## src/rtl/fifo_pkg.sv

```systemverilog
// Shared definitions for the FIFO family: read-mode selectors, flag bundle and a
// constant-foldable clog2 for sizing pointer/count fields.
package fifo_pkg;

    localparam int unsigned MODE_STD  = 0;
    localparam int unsigned MODE_FWFT = 1;

    typedef struct packed {
        logic full;
        logic empty;
        logic almost_full;
        logic almost_empty;
    } fifo_flags_t;

    // Smallest r with 2**r >= n; n=1 yields 0.
    function automatic int unsigned clog2(input int unsigned n);
        int unsigned r;
        r = 0;
        for (int unsigned i = 0; i < 32; i++) begin
            if ((64'(1) << i) < 64'(n)) begin
                r = i + 1;
            end
        end
        return r;
    endfunction

endpackage

```

## src/rtl/sync_fifo_mem.sv

```systemverilog
// Storage array for sync_fifo_flex: one synchronous write port, one combinational
// read port. Contents are not reset; the pointers decide which entries are valid.
module sync_fifo_mem
    import fifo_pkg::*;
#(
    parameter int unsigned DATA_WIDTH = 8,
    parameter int unsigned DEPTH      = 8,
    parameter int unsigned ADDR_WIDTH = clog2(DEPTH)
) (
    input  logic                  clk,
    input  logic                  we,
    input  logic [ADDR_WIDTH-1:0] waddr,
    input  logic [DATA_WIDTH-1:0] wdata,
    input  logic [ADDR_WIDTH-1:0] raddr,
    output logic [DATA_WIDTH-1:0] rdata
);

    logic [DATA_WIDTH-1:0] mem_q [DEPTH];

    always_ff @(posedge clk) begin
        if (we) begin
            mem_q[waddr] <= wdata;
        end
    end

    assign rdata = mem_q[raddr];

endmodule

```

## src/rtl/sync_fifo_flex.sv

```systemverilog
// Single-clock FIFO of arbitrary depth with programmable almost flags, fill count,
// sticky error flags and a standard or first-word-fall-through read port.
module sync_fifo_flex
    import fifo_pkg::*;
#(
    parameter int unsigned DATA_WIDTH = 8,
    parameter int unsigned DEPTH      = 8,
    parameter int unsigned PTR_WIDTH  = clog2(DEPTH),
    parameter int unsigned AF_LEVEL   = DEPTH - 1,
    parameter int unsigned AE_LEVEL   = 1,
    parameter int unsigned FWFT       = MODE_STD
) (
    input  logic                  clk,
    input  logic                  rst_n,
    input  logic                  w_en,
    input  logic [DATA_WIDTH-1:0] data_in,
    input  logic                  r_en,
    input  logic                  clr_err,
    output logic [DATA_WIDTH-1:0] data_out,
    output logic                  full,
    output logic                  empty,
    output logic                  almost_full,
    output logic                  almost_empty,
    output logic [PTR_WIDTH:0]    count,
    output logic                  overflow,
    output logic                  underflow
);

    localparam int unsigned CNT_WIDTH = PTR_WIDTH + 1;
    localparam logic [CNT_WIDTH-1:0] DEPTH_C  = CNT_WIDTH'(DEPTH);
    localparam logic [CNT_WIDTH-1:0] AF_C     = CNT_WIDTH'(AF_LEVEL);
    localparam logic [CNT_WIDTH-1:0] AE_C     = CNT_WIDTH'(AE_LEVEL);
    localparam logic [PTR_WIDTH-1:0] LAST_PTR = PTR_WIDTH'(DEPTH - 1);
    localparam bit                   IS_FWFT  = (FWFT == MODE_FWFT);
    localparam fifo_flags_t FLAGS_RST = '{
        full:         1'b0,
        empty:        1'b1,
        almost_full:  1'(AF_LEVEL == 0),
        almost_empty: 1'b1
    };

    if (DEPTH < 2 || AE_LEVEL >= AF_LEVEL || AF_LEVEL > DEPTH) begin : g_bad_params
        $error("sync_fifo_flex: illegal DEPTH/AE_LEVEL/AF_LEVEL combination");
    end

    logic [PTR_WIDTH-1:0]  wptr_q, wptr_d;
    logic [PTR_WIDTH-1:0]  rptr_q, rptr_d;
    logic [CNT_WIDTH-1:0]  count_q, count_d;
    logic [DATA_WIDTH-1:0] dout_q, dout_d;
    logic                  head_vld_q, head_vld_d;
    fifo_flags_t           flags_q, flags_d;
    logic                  ovf_q, ovf_d;
    logic                  unf_q, unf_d;

    logic                  wr_ok_c;
    logic                  rd_ok_c;
    logic                  pop_mem_c;
    logic [CNT_WIDTH-1:0]  mem_cnt_c;
    logic [DATA_WIDTH-1:0] mem_rdata;

    function automatic logic [PTR_WIDTH-1:0] ptr_inc(input logic [PTR_WIDTH-1:0] p);
        return (p == LAST_PTR) ? '0 : p + PTR_WIDTH'(1);
    endfunction

    sync_fifo_mem #(
        .DATA_WIDTH (DATA_WIDTH),
        .DEPTH      (DEPTH),
        .ADDR_WIDTH (PTR_WIDTH)
    ) u_mem (
        .clk   (clk),
        .we    (wr_ok_c),
        .waddr (wptr_q),
        .wdata (data_in),
        .raddr (rptr_q),
        .rdata (mem_rdata)
    );

    // Next-state: accept decisions, pointer/count update, output register and flags.
    always_comb begin
        wptr_d     = wptr_q;
        rptr_d     = rptr_q;
        count_d    = count_q;
        dout_d     = dout_q;
        head_vld_d = 1'b0;
        flags_d    = flags_q;
        mem_cnt_c  = count_q;
        pop_mem_c  = 1'b0;

        wr_ok_c = w_en & ~flags_q.full;
        rd_ok_c = r_en & ~flags_q.empty;

        unique case ({wr_ok_c, rd_ok_c})
            2'b10:   count_d = count_q + CNT_WIDTH'(1);
            2'b01:   count_d = count_q - CNT_WIDTH'(1);
            default: count_d = count_q;
        endcase

        if (wr_ok_c) begin
            wptr_d = ptr_inc(wptr_q);
        end

        // FWFT: count covers the output register, memory holds the rest; refill the
        // head whenever it is free or being consumed and memory has a word.
        if (IS_FWFT) begin
            mem_cnt_c     = count_q - CNT_WIDTH'(head_vld_q);
            pop_mem_c     = (mem_cnt_c != '0) & (~head_vld_q | rd_ok_c);
            head_vld_d    = pop_mem_c | (head_vld_q & ~rd_ok_c);
            flags_d.empty = ~head_vld_d;
        end else begin
            pop_mem_c     = rd_ok_c;
            flags_d.empty = (count_d == '0);
        end

        if (pop_mem_c) begin
            rptr_d = ptr_inc(rptr_q);
            dout_d = mem_rdata;
        end

        flags_d.full         = (count_d == DEPTH_C);
        flags_d.almost_full  = (count_d >= AF_C);
        flags_d.almost_empty = (count_d <= AE_C);

        ovf_d = (w_en & flags_q.full)  | (ovf_q & ~clr_err);
        unf_d = (r_en & flags_q.empty) | (unf_q & ~clr_err);
    end

    always_ff @(posedge clk or negedge rst_n) begin
        if (!rst_n) begin
            wptr_q     <= '0;
            rptr_q     <= '0;
            count_q    <= '0;
            dout_q     <= '0;
            head_vld_q <= 1'b0;
            flags_q    <= FLAGS_RST;
            ovf_q      <= 1'b0;
            unf_q      <= 1'b0;
        end else begin
            wptr_q     <= wptr_d;
            rptr_q     <= rptr_d;
            count_q    <= count_d;
            dout_q     <= dout_d;
            head_vld_q <= head_vld_d;
            flags_q    <= flags_d;
            ovf_q      <= ovf_d;
            unf_q      <= unf_d;
        end
    end

    assign data_out     = dout_q;
    assign full         = flags_q.full;
    assign empty        = flags_q.empty;
    assign almost_full  = flags_q.almost_full;
    assign almost_empty = flags_q.almost_empty;
    assign count        = count_q;
    assign overflow     = ovf_q;
    assign underflow    = unf_q;

endmodule

```

## config.mk

```make
export PLATFORM = sky130hd
export DESIGN_NAME = sync_fifo_flex
export DESIGN_NICKNAME = d
export VERILOG_FILES = /design/src/rtl/fifo_pkg.sv /design/src/rtl/sync_fifo_mem.sv /design/src/rtl/sync_fifo_flex.sv
export SDC_FILE = /design/constraint.sdc
export NUM_CORES = 1
export LEC_CHECK = 0
export BUFFER_PORTS_ARGS = -buffer_cell sky130_fd_sc_hd__clkbuf_2
export CORE_AREA = 5 5 118 120
export DETAILED_ROUTE_END_ITERATION = 10
export DIE_AREA = 0 0 123 125
export GPL_TIMING_DRIVEN = 0
export SYNTH_ARGS = -nofsm -noshare
export SYNTH_HDL_FRONTEND = slang
export SYNTH_SLANG_ARGS = --single-unit
```

## constraint.sdc

```tcl
create_clock -name clk -period 2.79 [get_ports clk]
set_input_delay 0 -clock clk [delete_from_list [all_inputs] [get_ports clk]]
set_output_delay 0 -clock clk [all_outputs]
set_load 0.05 [all_outputs]
```

==> results.json <==
{
  "r2r-start": "empty$_DFF_PN1_",
  "drive_above_1_share_pct": 32.8,
  "synthMuxAreaShare_pct": 14.4,
  "avgViaCountPerCell": 4.34,
  "synth_nets": 232,
  "grt_pass1_wl_um": 10900,
  "syn_area_mm2": 0.00362,
  "r2r-end": "almost_full$_DFF_PN0_",
  "avgRoutedWirePerCell_um": 15.1,
  "crit_fanout": 12,
  "grt_use_total_pct": 9.52,
  "antenna_cells": 0,
  "ctsLongestPathBuffers": 2,
  "final_nets": 286,
  "finalMaxSlewViolations": 0,
  "yosys.area_share.simple_pct": 6.21,
  "fin_cells": 447,
  "synth_seq_cells": 88,
  "setup_viol": 0,
  "ant_nets": 0,
  "finalCriticalPeriod_ns": 2.62,
  "cts_sinks": 88,
  "wl_um": 6730,
  "syn_inst": 212,
  "avgSynthCellArea_um2": 17.1,
  "cts_made_buffers": 9,
  "dr.pass1.iters": 4,
  "die_w_um": 123,
  "fmax_ghz": 0.381,
  "overflow": 0,
  "antenna_found_initial": 0,
  "core_mm2": 0.0129,
  "die_h_um": 125,
  "worstSetupStartpointType": "flop",
  "htreeDepth": 3,
  "hold_viol": 0,
  "place.gp.congestion": 0.763,
  "reg2regPathDepth": 11,
  "synth_adder_area_share_pct": 2.42,
  "min_period_over_period_pct": 94.0,
  "critical_path_required_ns": 3.01,
  "die_area_mm2": 0.0154,
  "cts_root_buf": "clkbuf_16",
  "drc_errors": 0,
  "io_pins": 31,
  "crit_path_end_kind": "flop",
  "worstHoldEndpoint": "wptr_q[0]$_DFFE_PN0P_",
  "clkTransAtPathRegs_ns": 0.06,
  "cellPowerDensity_mw_per_mm2": 1130,
  "status": "finished clean",
  "slew-limit-headroom_pct": 38.9,
  "hold_depth": 3,
  "num_rows": 42,
  "hp-class": "in2reg",
  "synth_compound_area_share_pct": 4.14,
  "ff2ff_setup_slack_ns": 0.17,
  "rsz0062_at_grt": "false",
  "ys_warn_count": 0,
  "clkLatencyLatePin_ns": 0.34,
  "setup_tns_ns": 0,
  "worst_ep_arrival_time_ns": 2.84,
  "numPortBuffers": 30,
  "grt_max_degree": 25,
  "drt-initial-drc-count": 155,
  "worst_pin_slew_ns": 0.912,
  "seq_area_frac_synth_pct": 69.7,
  "place_inst": 419,
  "criticalPathCategory": "reg2reg",
  "finalPower_mw": 5.04,
  "grt_pass1_vias": 1979,
  "vdd_drop_max_mv": 0.460,
  "num_vias": 1942,
  "area_growth_pct": 22.5,
  "leakage_nw": 1.63,
  "finClkSkew_ns": 0.00906,
  "min-delay-start": "w_en",
  "start_util_pct": 28.2,
  "synth_top_family_by_area": "multiplexers",
  "cts_tree": "done",
  "drv_cap": 0,
  "synth.distinct_cells": 36,
  "hpwl_um": 4450,
  "synthXorXnorAreaFrac_pct": 0.725
}
## repair_timing
| item | in CTS | in global routing |
|---|---|---|
| endpoints found under the hold margin | 88 | 0 |
| setup buffers | 2 | 0 |
| hold buffers | 12 | 0 |
| gates resized for setup | 2 | 3 |
| setup endpoints to repair | 3 | 5 |
## logic make-up after synthesis
family,Yosys count
muxes,31
adders and majority gates,7
xor gates and xnor gates,3
DFF,88
AOI/OAI and AO/OA,22
buffers and inverters,18
and+or+nand+nor,43
## sequential cells by signal (all words and copies together), names as in the netlist
name / flops
rptr_q: 3
empty: 1
u_mem.mem_q: 64
data_out: 8
wptr_q: 3
almost_empty: 1
underflow: 1
count: 4
almost_full: 1
overflow: 1
full: 1
## layer usage
| metal | part of all wire [%] | global-route usage [%] | vias to the layer above |
|---|---|---|---|
| met5 | 0 | 0 | - |
| met4 | 1.3 | 3.32 | 0 |
| met3 | 5.6 | 3.07 | 9 |
| met2 | 48 | 14.9 | 43 |
| met1 | 45 | 12.4 | 969 |
| li1 | - | - | 921 |
## cells in the mapped netlist
cell type | count | area, µm²
edfxtp_1 | 64 | 1920
dfrtp_1 | 22 | 551
mux4_2 | 16 | 360
nand2_1 | 13 | 48.8
mux2i_1 | 10 | 100
o21ai_1 | 8 | 40.0
ha_1 | 7 | 87.6
nand2b_1 | 7 | 43.8
nor3_1 | 7 | 35.0
inv_1 | 6 | 22.5
nor2_1 | 6 | 22.5
buf_2 | 5 | 25.0
clkbuf_1 | 4 | 15.0
mux2_2 | 4 | 45.0
a21o_1 | 3 | 22.5
nand3b_1 | 3 | 22.5
a211oi_1 | 2 | 15.0
a21oi_1 | 2 | 10.0
buf_6 | 2 | 22.5
dfstp_2 | 2 | 52.6
nor4b_1 | 2 | 17.5
o21ai_0 | 2 | 10.0
xor2_1 | 2 | 17.5
a2111oi_2 | 1 | 15.0
a211oi_2 | 1 | 12.5
a2bb2oi_1 | 1 | 8.76
clkbuf_2 | 1 | 5.00
mux2_4 | 1 | 15.0
nand4b_1 | 1 | 8.76
nor2_2 | 1 | 6.26
nor2b_1 | 1 | 6.26
nor4_1 | 1 | 6.26
o211ai_1 | 1 | 7.51
o31a_1 | 1 | 8.76
or2b_1 | 1 | 7.51
xnor2_1 | 1 | 8.76
## critical path: stages (launching register included)
cell and delay, ns:
dfstp_2 0.54, nand2b_4 0.20, inv_1 0.08, ha_1 0.18
buf_2 0.16, xor2_1 0.17, ha_1 0.19, a21oi_2 0.12
mux2i_1 0.22, xor2_1 0.30, nor3_1 0.09, o31a_1 0.25
## metrics by stage
| stage | hold WS [ns] | setup WS [ns] | instance area, µm² | util (%) |
|---|---|---|---|---|
| 2_1_floorplan | -0.296 | 0.00152 | 3630 | - |
| 3_3_place_gp | 0.0415 | -0.0373 | 4000 | 31.0 |
| 3_5_place_dp | 0.0444 | -0.0608 | 4030 | 31.3 |
| 4_1_cts | 0.224 | 0.0367 | 4440 | 34.5 |
| 5_1_grt | 0.207 | 0.00128 | 4440 | 34.5 |
| 6_report | 0.181 | 0.168 | 4440 | 34.5 |
## layout make-up
class	count	area [µm²]
Inverter	6	22.5
Clock inverter	6	42.5
Sequential cell	88	2520
Timing Repair Buffer	45	293
Clock buffer	10	229
Buffer	10	60.1
Multi-Input combinational cell	106	1050
Tap cell	176	220
Fill cell	1238	8430
## how the worst max path moves through the flow
stage                    start  cells past startpoint                     to  slack, ns
6_report       empty$_DFF_PN1_                     11  almost_full$_DFF_PN0_       0.17
5_1_grt        empty$_DFF_PN1_                     11  almost_full$_DFF_PN0_      0.001
4_1_cts        empty$_DFF_PN1_                     12  almost_full$_DFF_PN0_       0.04
3_5_place_dp   empty$_DFF_PN1_                     12  almost_full$_DFF_PN0_      -0.06
3_3_place_gp   empty$_DFF_PN1_                     12  almost_full$_DFF_PN0_      -0.04
2_1_floorplan  empty$_DFF_PN1_                     12  almost_full$_DFF_PN0_      0.002
## report_power, final
group | switching, mW | internal [mW] | total, mW | leakage, nW
Sequential | 0.174 | 1.73 | 1.91 | 0.869
Clock | 0.485 | 0.606 | 1.09 | 0.127
Combinational | 1.25 | 0.797 | 2.04 | 0.635
Total | 1.91 | 3.13 | 5.04 | 1.63
## placed cells by master (no fill, tap or decap), types with 2 or more instances in the layout
cell type | synthesis | routed
edfxtp_1 | 64 | 64
clkbuf_2 | 1 | 31
dfrtp_1 | 22 | 22
mux4_2 | 16 | 16
nand2_1 | 13 | 13
dlygate4sd3_1 | 0 | 12
mux2i_1 | 10 | 10
clkbuf_16 | 0 | 9
o21ai_1 | 8 | 8
ha_1 | 7 | 7
nor2_1 | 6 | 6
inv_1 | 6 | 6
buf_2 | 5 | 5
nand2b_1 | 7 | 5
nor3_2 | 0 | 4
mux2_2 | 4 | 4
a21o_1 | 3 | 3
nand3b_1 | 3 | 3
nor3_1 | 7 | 3
clkbuf_1 | 4 | 3
buf_4 | 0 | 3
xor2_1 | 2 | 2
buf_6 | 2 | 2
nor4b_1 | 2 | 2
a211oi_1 | 2 | 2
o21ai_0 | 2 | 2
dfstp_2 | 2 | 2
inv_6 | 0 | 2
Note: power is estimated with default switching activity, not from simulation.
